--- src/rtl/pll_reset_sequencer.sv ---
// Power-on PLL bring-up and reset-release sequencer, clocked by the free-running reference clock.
// Optional retry limit with terminal FAIL state: define PLL_RETRY_LIMIT_EN.
module pll_reset_sequencer #(
  parameter int RST_CYCLES    = 16,
  parameter int LOCK_TIMEOUT  = 4096,
  parameter int STABLE_CYCLES = 64,
  parameter int REL_GAP       = 8,
  parameter int MAX_RETRIES   = 4,
  parameter int CNT_W         = 16
) (
  input  logic       clkin,
  input  logic       rst_n,
  input  logic       pll_locked,
  input  logic       soft_rst_req,
  output logic       pll_rst,
  output logic       periph_rst_n,
  output logic       core_rst_n,
  output logic       ready,
  output logic [7:0] retry_cnt,
  output logic       fail,
  output logic [2:0] state_dbg
);

  // Handshake note: there is no valid/ready pairing here; soft_rst_req is a
  // level sampled every clkin edge, and pll_locked is a raw async level.

  typedef enum logic [2:0] {
    S_PLL_RST    = 3'd0,
    S_WAIT_LOCK  = 3'd1,
    S_STABLE     = 3'd2,
    S_REL_PERIPH = 3'd3,
    S_RUN        = 3'd4
`ifdef PLL_RETRY_LIMIT_EN
    , S_FAIL     = 3'd5
`endif
  } state_t;

  localparam logic [CNT_W-1:0] RST_LAST     = CNT_W'(RST_CYCLES - 1);
  localparam logic [CNT_W-1:0] TIMEOUT_LAST = CNT_W'(LOCK_TIMEOUT - 1);
  localparam logic [CNT_W-1:0] STABLE_LAST  = CNT_W'(STABLE_CYCLES - 1);
  localparam logic [CNT_W-1:0] GAP_LAST     = CNT_W'(REL_GAP - 1);

  if (RST_CYCLES < 1 || LOCK_TIMEOUT < 2 || STABLE_CYCLES < 1 || REL_GAP < 1)
  begin : g_bad_cycles
    $error("pll_reset_sequencer: cycle parameter out of range");
  end
  if (MAX_RETRIES < 1 || MAX_RETRIES > 255) begin : g_bad_retries
    $error("pll_reset_sequencer: MAX_RETRIES must be 1..255");
  end
  if (CNT_W < 1 || CNT_W > 31 || (LOCK_TIMEOUT - 1) >= (1 << CNT_W) ||
      (RST_CYCLES - 1) >= (1 << CNT_W) || (STABLE_CYCLES - 1) >= (1 << CNT_W) ||
      (REL_GAP - 1) >= (1 << CNT_W)) begin : g_bad_width
    $error("pll_reset_sequencer: CNT_W too small for cycle parameters");
  end

  state_t           state, state_nxt;
  logic [CNT_W-1:0] timer, timer_nxt;
  logic [7:0]       retry_nxt;
  logic [7:0]       retry_sat;
  logic             locked_meta, locked_s;

  // Two-flop synchronizer; every decision below looks only at locked_s.
  always_ff @(posedge clkin or negedge rst_n) begin
    if (!rst_n) begin
      locked_meta <= 1'b0;
      locked_s    <= 1'b0;
    end else begin
      locked_meta <= pll_locked;
      locked_s    <= locked_meta;
    end
  end

  assign retry_sat = (retry_cnt == 8'hFF) ? retry_cnt : retry_cnt + 8'd1;

  always_comb begin
    state_nxt = state;
    timer_nxt = timer + CNT_W'(1);
    retry_nxt = retry_cnt;
    case (state)
      S_PLL_RST: begin
        if (timer == RST_LAST) begin
          state_nxt = S_WAIT_LOCK;
          timer_nxt = '0;
        end
      end
      S_WAIT_LOCK: begin
        if (locked_s) begin
          state_nxt = S_STABLE;
          timer_nxt = '0;
        end else if (timer == TIMEOUT_LAST) begin
          retry_nxt = retry_sat;
          timer_nxt = '0;
`ifdef PLL_RETRY_LIMIT_EN
          if (({1'b0, retry_cnt} + 9'd1) == 9'(MAX_RETRIES))
            state_nxt = S_FAIL;
          else
            state_nxt = S_PLL_RST;
`else
          state_nxt = S_PLL_RST;
`endif
        end
      end
      S_STABLE: begin
        if (!locked_s) begin
          state_nxt = S_WAIT_LOCK;
          timer_nxt = '0;
        end else if (timer == STABLE_LAST) begin
          state_nxt = S_REL_PERIPH;
          timer_nxt = '0;
        end
      end
      // Lock loss is checked before soft reset so it wins on a shared cycle.
      S_REL_PERIPH: begin
        if (!locked_s) begin
          state_nxt = S_WAIT_LOCK;
          timer_nxt = '0;
        end else if (soft_rst_req) begin
          state_nxt = S_STABLE;
          timer_nxt = '0;
        end else if (timer == GAP_LAST) begin
          state_nxt = S_RUN;
          timer_nxt = '0;
        end
      end
      S_RUN: begin
        timer_nxt = timer;
        if (!locked_s) begin
          state_nxt = S_WAIT_LOCK;
          timer_nxt = '0;
        end else if (soft_rst_req) begin
          state_nxt = S_STABLE;
          timer_nxt = '0;
        end
      end
`ifdef PLL_RETRY_LIMIT_EN
      S_FAIL: begin
        timer_nxt = timer;
      end
`endif
      default: begin
        state_nxt = S_PLL_RST;
        timer_nxt = '0;
      end
    endcase
  end

  always_ff @(posedge clkin or negedge rst_n) begin
    if (!rst_n) begin
      state     <= S_PLL_RST;
      timer     <= '0;
      retry_cnt <= 8'd0;
    end else begin
      state     <= state_nxt;
      timer     <= timer_nxt;
      retry_cnt <= retry_nxt;
    end
  end

  // Outputs decode the next state so they change on the edge that enters it.
  always_ff @(posedge clkin or negedge rst_n) begin
    if (!rst_n) begin
      pll_rst      <= 1'b1;
      periph_rst_n <= 1'b0;
      core_rst_n   <= 1'b0;
      ready        <= 1'b0;
    end else begin
`ifdef PLL_RETRY_LIMIT_EN
      pll_rst    <= (state_nxt == S_PLL_RST) || (state_nxt == S_FAIL);
`else
      pll_rst    <= (state_nxt == S_PLL_RST);
`endif
      periph_rst_n <= (state_nxt == S_REL_PERIPH) || (state_nxt == S_RUN);
      core_rst_n   <= (state_nxt == S_RUN);
      ready        <= (state_nxt == S_RUN);
    end
  end

`ifdef PLL_RETRY_LIMIT_EN
  always_ff @(posedge clkin or negedge rst_n) begin
    if (!rst_n) fail <= 1'b0;
    else        fail <= (state_nxt == S_FAIL);
  end
`else
  assign fail = 1'b0;
`endif

  assign state_dbg = state;

endmodule
--- config.mk ---
export PLATFORM = sky130hd
export DESIGN_NAME = pll_reset_sequencer
export DESIGN_NICKNAME = d
export VERILOG_FILES = /design/src/rtl/pll_reset_sequencer.sv
export SDC_FILE = /design/constraint.sdc
export NUM_CORES = 1
export LEC_CHECK = 0
export CORE_MARGIN = 2
export CORE_UTILIZATION = 30
export DETAILED_ROUTE_END_ITERATION = 10
export PLACE_DENSITY_LB_ADDON = 0.3
export SLEW_MARGIN = 20
export SYNTH_ARGS = -nofsm -noshare
export SYNTH_HDL_FRONTEND = slang
export SYNTH_SLANG_ARGS = --single-unit
--- constraint.sdc ---
create_clock -name clkin -period 2.37 [get_ports clkin]
set_input_delay 0.3555 -clock clkin [delete_from_list [all_inputs] [get_ports clkin]]
set_output_delay 0.3555 -clock clkin [all_outputs]
set_load 0.01 [all_outputs]
---- After elaboration in Yosys (flattened, before gate mapping) ----
Index checks and enable logic that the tools add are counted.
Widths: inputs -> output; s select.
operators by class
  $add $sub $neg .......................... 2
  equality and inequality tests ........... 12
  muxes and demuxes ....................... 22
  bitwise logic cells ..................... 2
  reduce and logical (&&, ||, !) cells .... 4
operators by type and width
  kind                   count
  $mux 16                10
  $pmux 16 s5            1
  $mux 3                 10
  $add 16x1->16 const B  1
  $eq 16x12->1 const B   1
  $eq 16x3->1 const B    1
  $eq 16x4->1 const B    1
  $eq 16x6->1 const B    1
  $pmux 3 s5             1
  $eq 3x2->1 const B     3
  $add 8x1->8 const B    1
  $eq 8x8->1 const B     1
  $eq 3x3->1 const B     2
  $logic_not 3->1        2
  $reduce_and 4->1       1
  $eq 3x1->1 const B     1
  $ne 3x3->1 const B     1
  $not 1->1              2
  $logic_or 1x1->1       1
word-level totals
  register bits after elaboration ......... 32
  bits of input ports ..................... 4

---- Depth between registers and ports, before layout ----
  depth in word-level cells ............... 7
  depth in mapped cells ................... 7
  gate-level depth less buffers ........... 6

---- Worst setup path after synthesis ----
No wires, ideal clock.
  kind .................................... register -> register
  start point ............................. register timer[12]
  end point ............................... register timer[13]
  library setup time ...................... 132 ps
  data arrival time ....................... 2131 ps
  data required time ...................... 2238 ps
  setup slack ............................. 107 ps
  cell stages (with the launch flop) ...... 7
  path buffers ............................ 1
  period minus slack after synthesis ...... 2263 ps
  cells stage by stage .................... dfrtp_1 or4_4 or4_1 and4_4 buf_6 o31ai_2 a22oi_1
between the ends
  cells in the longest elaborated chain, start to end .. 5
  elaborated cells between the ends (all ways) .. 14
  those cells by class .................... add/sub: 1; eq/ne: 4; mux: 9
ends and longest elaborated chain
  item                                                 RTL line  RTL
  start, declared                                      57        logic [CNT_W-1:0] timer, timer_nxt;
  start signal, assigned                               154       timer <= timer_nxt;
  $add 16x1->16 / $eq 16x3->1 (equally long branches)  77, 120
  $mux 16                                              120       end else if (timer == GAP_LAST) begin
  $mux 16                                              117       end else if (soft_rst_req) begin
  $mux 16                                              114       if (!locked_s) begin
  $pmux 16 s5 *                                        79        case (state)
Every way passes the cells marked *; elsewhere a longest branch is shown, timed or not.
A chain may end at the register's enable or synchronous reset.

---- Worst setup path in the final report ----
  start point ............................. register timer[12]
  end point ............................... register timer[8]
between the ends
  cells in the longest elaborated chain, start to end .. 5
  elaborated cells between the ends (all ways) .. 13
  those cells by class .................... eq/ne: 4; mux: 9
ends and longest elaborated chain
  item           RTL line
  $eq 16x3->1    120
  $mux 16        120
  $mux 16        117
  $mux 16        114
  $pmux 16 s5 *  79
Marks and branches as above.

==> results.toml <==
[outcome]
status = "finished clean"

[global_route]
grt_use_total_pct = 13.3
grt_max_degree = 33
antenna_found_initial = 0
grt_pass1_vias = 1553
grt_pass1_wl_um = 7530
gr-total-overflow = 0

[min_path]
min_from = "locked_meta"
hold_path_class = "reg -> reg"

[drt]
viasPerCell = 5.09
avgRoutedWirePerCell_um = 13.6
initialDrtViolationCount = 83
wl_um = 4350
ant_nets = 0
vias = 1630
drc_errors = 0
first_pass_iters = 4

[synth]
synth_area_leaders = "dfrtp_1 41%, o32ai_2 7.8%, nand2_1 6.8%, xor2_1 3.3%, nor2_1 3.2%"
yosysMostFrequentCell = "nand2_1"
synth_area_sq_um = 1880
yosys.area.top_type = "dfrtp_1"
synthAdderAreaFrac_pct = 1.33
ys_ff_latch = 32
synthMuxAreaShare_pct = 0
synth_compound_area_share_pct = 15.5
synth_xor_area_share_pct = 5.12
yosys.cell_types.count = 46
synth_fp_nets = 205
synth-main-ff-cell = "dfrtp_1"
synthSimpleGateAreaFrac_pct = 31.6
yosys.area.top_type_share_pct = 41.2
async_flop_share_pct = 100
synth_cells = 199
yosys-top-cells-count = "34 x nand2_1, 31 x dfrtp_1, 16 x nor2_1"
synth_top_family_by_area = "simple AND/OR/NAND/NOR gates"
synth_edf_count = 0
syn_avg_cell_area_sq_um = 9.46
yosys_warnings = 0
ys_seq_area_share_pct = 42.6

[finish]
fin_nets = 250
post_route_cells_drive_above_1_share_pct = 24.5
final_area_sq_um = 2460
antennaDiodeCount = 0
final_cells = 320
syn_to_final_growth_pct = 30.6

[worst_setup_path]
crit_top_cell = "or4_4"
start_kind = "register"
path_cells = "or4_4 > or4_4 > and4_2 > buf_4 > o32ai_2 > nand2_1"
cpMaxStageDelayCell = "or4_4"
critPathLaunch = "timer[12]"
critical-path-top-delay-family = "simple AND/OR/NAND/NOR gates"
crit_fanout = 5
cp_slowest_stage_delay_ns = 0.59
required_ns = 2.54
end_kind = "register"
r2r-start = "timer[12]"
cp.arrival_ns = 2.48
crit_buf_inv = 1
crit_type = "reg -> reg"

[clock_network]
cts_tree = "built"
cts_made_buffers = 5
path_clk_slew_ns = 0.07
clockRootBuffer = "clkbuf_8"
ctsLongestPathBuffers = 2
cts.sinks = 32
htree_levels = 2
clock_latency_ns = 0.28

[timing]
post-route-period-util_pct = 97.7
fmax_mhz = 432
setup_slack_ns = 0.0544
finalSetupViolations = 0
skew_ns = 0.00690
slew_headroom_pct = 58.2
maxSlewViolCount = 0
tightest_slew_ns = 0.624
hold_viol_final = 0
min_period_ns = 2.32

[power]
combPwrFrac_pct = 36.3
ir_drop_uv = 361
p_switching_uw = 594
seqPwrFrac_pct = 38.6
p_sw_share_pct = 34.3
power.leakage_nw = 1.10
power_density_nw_per_um2 = 703
clock_power_share_pct = 25.1
p_int_mw = 1.13

[floorplan]
dieHeight_um = 83.2
die_w_um = 83.2
num_rows = 28
fp.coreArea_sq_um = 5990
ioPinCount = 20
start_util_pct = 31.4
die-area_sq_um = 6930

[place]
place_hpwl_um = 2990
numPortBuffers = 18
dp.cells = 304
gp_congestion = 0.792
placedInstanceArea_sq_um = 2280
pre_cts_slack_ns = -0.0201

[run]
maxCapViolCount = 0
## path summary, 6_finish.rpt
kind	to	slack [ns]	cells past startpoint
max	timer[8]	0.05	6
max in group asynchronous	pll_rst	1.57	2
min	locked_s	0.36	0
min in group asynchronous	timer[3]	0.46	2
max reg2reg	timer[8]	0.05	6
min reg2reg	locked_s	0.36	0
## through the flow
| step | util, % | setup TNS [ns] | hold slack (ns) | power [mW] |
|---|---|---|---|---|
| global placement | 38.1 | 0 | 0.337 | 1.26 |
| global route | 41.1 | -0.00268 | 0.372 | 1.85 |
| finish | 41.1 | 0 | 0.357 | 1.73 |
| detailed placement | 38.1 | -0.0645 | 0.343 | 1.27 |
| floorplan | - | 0 | 0.0599 | 1.03 |
| CTS | 39.7 | 0 | 0.358 | 1.72 |
## area by class of cell
cell class              count  area [sq um]
clock inverters             2          10.0
multi-input cells         154          1040
clock buffers               6          82.6
flip-flops and latches     32           802
repair buffers             47           414
fillers                   586          3530
inverters                   4          15.0
well taps                  75          93.8
## placed cells by master (no fill, tap or decap), types with 3 or more instances in the layout
cell / n
clkbuf_8: 6
or4_4: 4
dfrtp_1: 31
xor2_1: 7
o22ai_1: 3
inv_1: 4
o21ai_0: 3
clkdlybuf4s50_1: 18
buf_4: 27
nand4_1: 7
nand3_1: 10
nor2_1: 16
and2_1: 7
nor3_1: 7
nor4_1: 4
o32ai_2: 9
xnor2_1: 4
nand2_1: 34
o21ai_1: 3
## cell families (layout without fill, tap and decap cells)
| family | Yosys count | in the layout |
|---|---|---|
| flops | 32 | 32 |
| other cells | 1 | 1 |
| buf+inv | 14 | 59 |
| xor+xnor | 11 | 11 |
| simple gates | 109 | 110 |
| fa+ha+maj | 2 | 2 |
| compound gates | 30 | 30 |
## state kept, by name (all words and copies together), names as in the netlist
signal        count
pll_rst           1
ready             1
retry_cnt         8
state_dbg         3
periph_rst_n      1
timer            16
locked_s          1
locked_meta       1
## power by group through the flow
stage / Combinational (mW) / Clock [mW] / Sequential [mW]
2_1_floorplan: 0.352 / 0 / 0.679
3_3_place_gp: 0.581 / 0 / 0.675
3_5_place_dp: 0.591 / 0 / 0.675
4_1_cts: 0.605 / 0.446 / 0.666
5_1_grt: 0.698 / 0.477 / 0.676
6_report: 0.628 / 0.434 / 0.667
## metal layers
layer / track usage [%] / vias up / share of wire, %
li1: - / 817 / -
met2: 21.0 / 27 / 48
met5: 0 / - / 0
met1: 17.7 / 781 / 48
met4: 5.07 / 0 / 1.7
met3: 2.98 / 5 / 2.8
## repair_timing
action / in CTS / in global routing
resized for setup: 1 / 7
endpoints found under the setup margin: 4 / 18
pin swaps: 0 / 3
setup buffers: 0 / 7
gates cloned: 0 / 1
hold buffers: 0 / 0
Note: power is estimated with default switching activity, not from simulation.
